### src/rtl/fifo_packet_tx_pkg.sv
// Shared types and defaults for the packet FIFO read-side transmitter.
// Imported by the link interface, the shift register and the top.
package fifo_packet_tx_pkg;

    localparam int PACKET_WIDTH_DEF = 40;
    localparam int FLIT_WIDTH_DEF   = 8;
    localparam int CNT_WIDTH_DEF    = 16;

    typedef enum logic [1:0] {
        ST_IDLE  = 2'd0,
        ST_FETCH = 2'd1,
        ST_LOAD  = 2'd2,
        ST_SEND  = 2'd3
    } tx_state_t;

    // A single-flit packet still needs a one-bit beat counter.
    function automatic int beat_width(input int nflits);
        return (nflits > 1) ? $clog2(nflits) : 1;
    endfunction

endpackage

### src/rtl/fifo_packet_tx_if.sv
// FIFO read-side and flit link signals of the packet transmitter.
// The master modport is the transmitter; the slave modport is the FIFO/receiver side.
interface fifo_packet_tx_if
    import fifo_packet_tx_pkg::*;
#(
    parameter int PACKET_WIDTH = PACKET_WIDTH_DEF,
    parameter int FLIT_WIDTH   = FLIT_WIDTH_DEF,
    parameter int CNT_WIDTH    = CNT_WIDTH_DEF
);

    logic                    o_read_packet_en;
    logic [PACKET_WIDTH-1:0] i_read_packet;
    logic                    i_empty_flag;
    logic [FLIT_WIDTH-1:0]   o_flit;
    logic                    o_flit_valid;
    logic                    o_flit_last;
    logic                    i_flit_ready;
    logic                    o_busy;
    logic [CNT_WIDTH-1:0]    o_pkt_count;

    modport master (
        output o_read_packet_en,
        input  i_read_packet,
        input  i_empty_flag,
        output o_flit,
        output o_flit_valid,
        output o_flit_last,
        input  i_flit_ready,
        output o_busy,
        output o_pkt_count
    );

    modport slave (
        input  o_read_packet_en,
        output i_read_packet,
        output i_empty_flag,
        input  o_flit,
        input  o_flit_valid,
        input  o_flit_last,
        output i_flit_ready,
        input  o_busy,
        input  o_pkt_count
    );

endinterface

### src/rtl/fifo_packet_tx_shift_reg.sv
// Packet shift register: parallel load of a whole packet, then shifts right by one flit per enable.
// The low flit is always the one currently presented on the link.
module flit_shift_reg
    import fifo_packet_tx_pkg::*;
#(
    parameter int WIDTH = PACKET_WIDTH_DEF,
    parameter int SHIFT = FLIT_WIDTH_DEF
) (
    input  logic             clk,
    input  logic             rst,
    input  logic             load,
    input  logic             shift,
    input  logic [WIDTH-1:0] data,
    output logic [SHIFT-1:0] flit
);

    logic [WIDTH-1:0] shreg;

    always_ff @(posedge clk) begin
        if (rst) begin
            shreg <= '0;
        end else if (load) begin
            shreg <= data;
        end else if (shift) begin
            shreg <= shreg >> SHIFT;
        end
    end

    assign flit = shreg[SHIFT-1:0];

endmodule

### src/rtl/fifo_packet_tx.sv
// Read-side partner of the packet FIFO: pops packets, serializes them LSB flit first
// onto a valid/ready link and counts packets fully transmitted.
module fifo_packet_tx
    import fifo_packet_tx_pkg::*;
#(
    parameter int PACKET_WIDTH = PACKET_WIDTH_DEF,
    parameter int FLIT_WIDTH   = FLIT_WIDTH_DEF,
    parameter int CNT_WIDTH    = CNT_WIDTH_DEF
) (
    input  logic             clk,
    input  logic             rst,
    fifo_packet_tx_if.master bus
);

    localparam int NFLITS     = PACKET_WIDTH / FLIT_WIDTH;
    localparam int BEAT_WIDTH = beat_width(NFLITS);
    localparam logic [BEAT_WIDTH-1:0] LAST_BEAT = BEAT_WIDTH'(NFLITS - 1);

    tx_state_t             state;
    tx_state_t             state_next;
    logic [BEAT_WIDTH-1:0] beat;
    logic [CNT_WIDTH-1:0]  pkt_count;
    logic [FLIT_WIDTH-1:0] head_flit;
    logic                  last_beat;
    logic                  xfer;
    logic                  load;

    assign last_beat = (beat == LAST_BEAT);
    assign xfer      = (state == ST_SEND) && bus.i_flit_ready;
    assign load      = (state == ST_LOAD);

    flit_shift_reg #(
        .WIDTH (PACKET_WIDTH),
        .SHIFT (FLIT_WIDTH)
    ) u_shift (
        .clk   (clk),
        .rst   (rst),
        .load  (load),
        .shift (xfer),
        .data  (bus.i_read_packet),
        .flit  (head_flit)
    );

    always_ff @(posedge clk) begin
        if (rst) begin
            state <= ST_IDLE;
        end else begin
            state <= state_next;
        end
    end

    // Empty is rechecked in FETCH so a FIFO that drained meanwhile is never popped.
    always_comb begin
        state_next = state;
        case (state)
            ST_IDLE:  if (!bus.i_empty_flag) state_next = ST_FETCH;
            ST_FETCH: state_next = bus.i_empty_flag ? ST_IDLE : ST_LOAD;
            ST_LOAD:  state_next = ST_SEND;
            ST_SEND: begin
                if (xfer && last_beat) begin
                    state_next = bus.i_empty_flag ? ST_IDLE : ST_FETCH;
                end
            end
            default:  state_next = ST_IDLE;
        endcase
    end

    always_comb begin
        bus.o_read_packet_en = 1'b0;
        bus.o_flit           = '0;
        bus.o_flit_valid     = 1'b0;
        bus.o_flit_last      = 1'b0;
        bus.o_busy           = (state != ST_IDLE);
        bus.o_pkt_count      = pkt_count;
        case (state)
            ST_FETCH: bus.o_read_packet_en = !bus.i_empty_flag;
            ST_SEND: begin
                bus.o_flit_valid = 1'b1;
                bus.o_flit       = head_flit;
                bus.o_flit_last  = last_beat;
            end
            default: ;
        endcase
    end

    // The beat counter restarts on every load, so its wrap after the last flit is harmless.
    always_ff @(posedge clk) begin
        if (rst) begin
            beat      <= '0;
            pkt_count <= '0;
        end else begin
            if (load) begin
                beat <= '0;
            end else if (xfer) begin
                beat <= beat + 1'b1;
            end
            if (xfer && last_beat) begin
                pkt_count <= pkt_count + 1'b1;
            end
        end
    end

endmodule

### src/flat_wrapper.sv
// flat-port wrapper written by rule: the top's interface ports become plain ports
module fifo_packet_tx_flat import fifo_packet_tx_pkg::*;
#(
    parameter int PACKET_WIDTH = PACKET_WIDTH_DEF,
    parameter int FLIT_WIDTH   = FLIT_WIDTH_DEF,
    parameter int CNT_WIDTH    = CNT_WIDTH_DEF
)
  (clk, rst, bus_o_read_packet_en, bus_i_read_packet, bus_i_empty_flag, bus_o_flit, bus_o_flit_valid, bus_o_flit_last, bus_i_flit_ready, bus_o_busy, bus_o_pkt_count);
  fifo_packet_tx_if #(.PACKET_WIDTH(PACKET_WIDTH), .FLIT_WIDTH(FLIT_WIDTH), .CNT_WIDTH(CNT_WIDTH)) bus_i ();
  input  logic clk;
  input  logic rst;
  output wire logic [$bits(bus_i.o_read_packet_en)-1:0] bus_o_read_packet_en;
  input wire logic [$bits(bus_i.i_read_packet)-1:0] bus_i_read_packet;
  input wire logic [$bits(bus_i.i_empty_flag)-1:0] bus_i_empty_flag;
  output wire logic [$bits(bus_i.o_flit)-1:0] bus_o_flit;
  output wire logic [$bits(bus_i.o_flit_valid)-1:0] bus_o_flit_valid;
  output wire logic [$bits(bus_i.o_flit_last)-1:0] bus_o_flit_last;
  input wire logic [$bits(bus_i.i_flit_ready)-1:0] bus_i_flit_ready;
  output wire logic [$bits(bus_i.o_busy)-1:0] bus_o_busy;
  output wire logic [$bits(bus_i.o_pkt_count)-1:0] bus_o_pkt_count;
  assign bus_o_read_packet_en = bus_i.o_read_packet_en;
  assign bus_i.i_read_packet = bus_i_read_packet;
  assign bus_i.i_empty_flag = bus_i_empty_flag;
  assign bus_o_flit = bus_i.o_flit;
  assign bus_o_flit_valid = bus_i.o_flit_valid;
  assign bus_o_flit_last = bus_i.o_flit_last;
  assign bus_i.i_flit_ready = bus_i_flit_ready;
  assign bus_o_busy = bus_i.o_busy;
  assign bus_o_pkt_count = bus_i.o_pkt_count;
  fifo_packet_tx #(.PACKET_WIDTH(PACKET_WIDTH), .FLIT_WIDTH(FLIT_WIDTH), .CNT_WIDTH(CNT_WIDTH)) u_core (.clk(clk), .rst(rst), .bus(bus_i));
endmodule
### config.mk
export PLATFORM = sky130hd
export DESIGN_NAME = fifo_packet_tx_flat
export DESIGN_NICKNAME = d
export VERILOG_FILES = /design/src/rtl/fifo_packet_tx_pkg.sv /design/src/rtl/fifo_packet_tx_if.sv /design/src/rtl/fifo_packet_tx_shift_reg.sv /design/src/rtl/fifo_packet_tx.sv /design/src/flat_wrapper.sv
export SDC_FILE = /design/constraint.sdc
export NUM_CORES = 1
export LEC_CHECK = 0
export BUFFER_PORTS_ARGS = -buffer_cell sky130_fd_sc_hd__buf_2
export CORE_UTILIZATION = 25
export DETAILED_ROUTE_END_ITERATION = 10
export PLACE_DENSITY = 0.51
export SLEW_MARGIN = 20
export SYNTH_ARGS = -nofsm -noshare
export SYNTH_HDL_FRONTEND = slang
export SYNTH_SLANG_ARGS = --single-unit
### constraint.sdc
create_clock -name clk -period 2.39 [get_ports clk]
set_input_delay 0.3585 -clock clk [delete_from_list [all_inputs] [get_ports clk]]
set_output_delay 0.3585 -clock clk [all_outputs]
set_load 0.02 [all_outputs]
==> reports/results.txt <==
clock skew - 0.0101 ns
die height - 107 um
dpl cells - 495
Crit. Startpoint - u_core.beat[0]
Starting Density - 26.2%
1st-iter DRT viols - 90
Pre-Repair DR Iteration Count - 4
Unique masters post-synth - 35
DIE AREA - 0.0114 mm2
antenna cell count - 0
Synth Area per Inst - 8.98 um2
fin cells - 511
post-synthesis compound-gate area fraction - 16.4%
synth-to-layout area growth - 26.1%
Yosys warnings - 0
final core area utilization - 33.0%
Post-Syn Area - 0.00275 mm2
GRT Residual Overflow - 0
Post-Synth Adder-Cell Area - 1.37%
main combinational cell family by area after synthesis - simple AND/OR/NAND/NOR gates
post_cts resized - 0
core area - 0.0105 mm2
largest net degree at the start of global routing - 65
Crit path required time - 2.65 ns
Pleak - 0.00133 uW
post-synthesis mux area share - 12.1%
Sink Count - 61
RSZ-0062 raised after global routing - no
clock root cell - clkbuf_8
Final WS setup - 0.266 ns
clk buf depth - 2
Fin. Hold Viols - 0
top sig layer - met5
DRT Wirelength - 6810 um
critical path startpoint category - flop
Synth async-reset ratio - 0%
most frequent cells in the layout - buf_2, dfxtp_1, nor2_1
Seq/Total Area, Yosys - 44.4%
chip width - 107 um
CP endpoint kind - flop
Filler cells - 1103
maximum VDD drop - 0.255 mV
area occupied by multi-input gates - 0.00140 mm2
Vias/cell - 4.59
ANT nets after route - 0
reg2reg start - u_core.beat[0]
met2 wire len - 2950 um
pre-CTS WS - 0.304 ns
post-DP HPWL - 4690 um
most common cell after layout, fill and taps aside - buf_2
number of global-route vias before repair - 2293
slew at the pin with the worst max-slew slack - 0.760 ns
Tmin final - 2.12 ns
CTS Hold Bufs - 0
Setup-failing EPs final - 0
fin. max-slew vios - 0
# Post-CTS Setup Buffers - 0
DR WL/cell - 13.3 um
FP Rows - 37
Synth Area in XOR/XNOR - 2.55%
Post-Syn Instances - 306
CTS tree - built
initial antenna violation count - 1
final setup TNS - 0 ns
Worst slew margin - 49.0%
Max Fclk - 471 MHz
pwr dens - 643 mW/mm2
via count - 2347
outcome - finished, final reports clean
Reg area - 0.00122 mm2
GRT Total Usage - 12.8%
EDFF count, synth - 0
Critical Path Fanout Max - 9
PortBufs - 71
wl on met1 - 3410 um
count of max-cap constraint violations - 0
period utilization - 88.9%
Simple-Gate Fraction of Synth Area - 18.4%
worst hold path class - in2reg
syn_nets - 353
worst skew pair latency - 0.34 ns
cts bufs inserted - 9
Nets - 417
critical path type - reg2reg
share of post-route cells with drive strength above 1 - 26.4%
GPL Wtd Cong - 0.778
clock transition at the registers of the reported paths - 0.07 ns
H-tree levels - 3
first-pass GRT wire length - 11300 um
CP arrival - 2.39 ns
Post-route DRC - 0
IO Pins - 72
Worst Hold Launch - bus_i_read_packet[35]
Synth Register Bits - 61
Post-synth top flop - dfxtp_1
met3 WL post-DR - 330 um
## metal layers
metal / vias up / global-route usage [%]
met1: 1046 / 17.0
met2: 54 / 19.3
met4: 2 / 5.87
met5: - / 0
li1: 1235 / -
met3: 10 / 3.22
## where the power goes
| group | leakage [uW] | total [uW] | internal, uW | switching (uW) |
|---|---|---|---|---|
| clock network | 0.0000964 | 916 | 507 | 409 |
| registers | 0.000495 | 1080 | 1060 | 20.7 |
| logic | 0.000743 | 235 | 105 | 130 |
## per-stage QoR
stage / hold slack, ns / area, um2 / power, uW
finish: 0.256 / 3470 / 2230
global route: 0.250 / 3470 / 2350
CTS: 0.242 / 3470 / 2270
detailed placement: 0.490 / 3270 / 1340
global placement: 0.479 / 3270 / 1340
floorplan: 0.474 / 2750 / 1250
## registers in the layout, indices dropped and copies added (netlist names), named ones only
signal                  count
u_core.u_shift.shreg       40
u_core.bus.o_pkt_count     16
u_core.beat                 3
u_core.state                1
## cells by family (layout without fill, tap and decap cells)
group | count (synthesis) | in the layout
multiplexers | 33 | 33
AND/OR/NAND/NOR | 103 | 103
adder cells (fa/ha/maj) | 3 | 3
XOR/XNOR | 8 | 8
AO/OA/AOI/OAI | 65 | 65
flip-flops | 61 | 61
buffers and inverters | 33 | 102
## worst paths after layout
check,endpoint,slack (ns),cells past startpoint
setup / recovery,u_core.bus.o_pkt_count[13],0.27,6
setup reg to reg,u_core.bus.o_pkt_count[13],0.27,6
hold reg to reg,u_core.u_shift.shreg[7],0.50,2
hold / removal,u_core.u_shift.shreg[35],0.26,3
## final cells by class
| type | count | share of cell area (%) |
|---|---|---|
| multi-input cells | 212 | 40.5 |
| clock buffers | 12 | 4.19 |
| well taps | 136 | 4.91 |
| clock inverters | 4 | 1.37 |
| repair buffers | 79 | 13.1 |
| flip-flops and latches | 61 | 35.2 |
| inverters | 7 | 0.758 |
## cells in the mapped netlist (all sizes together) (3+ instances only)
library cell / n / area share [%]
dfxtp: 61 / 44
nor2: 54 / 7.4
a211oi: 33 / 9.0
mux2i: 32 / 12
clkbuf: 21 / 2.9
and3: 11 / 2.5
a21oi: 9 / 1.6
a22oi: 9 / 2.5
nand3: 9 / 1.6
o21ai: 8 / 1.5
inv: 7 / 0.96
nand2: 6 / 0.82
nand4: 6 / 1.9
xor2: 6 / 1.9
buf: 5 / 1.0
or3: 5 / 1.1
ha: 3 / 1.4
nor3: 3 / 0.55
## critical path: stages, from the launching register on
cell     delay, ns
dfxtp_1       0.33
inv_1         0.10
ha_1          0.23
nand4_4       0.14
or4_1         0.66
or4_1         0.45
a21oi_1       0.15
Note: power is estimated with default switching activity, not from simulation.
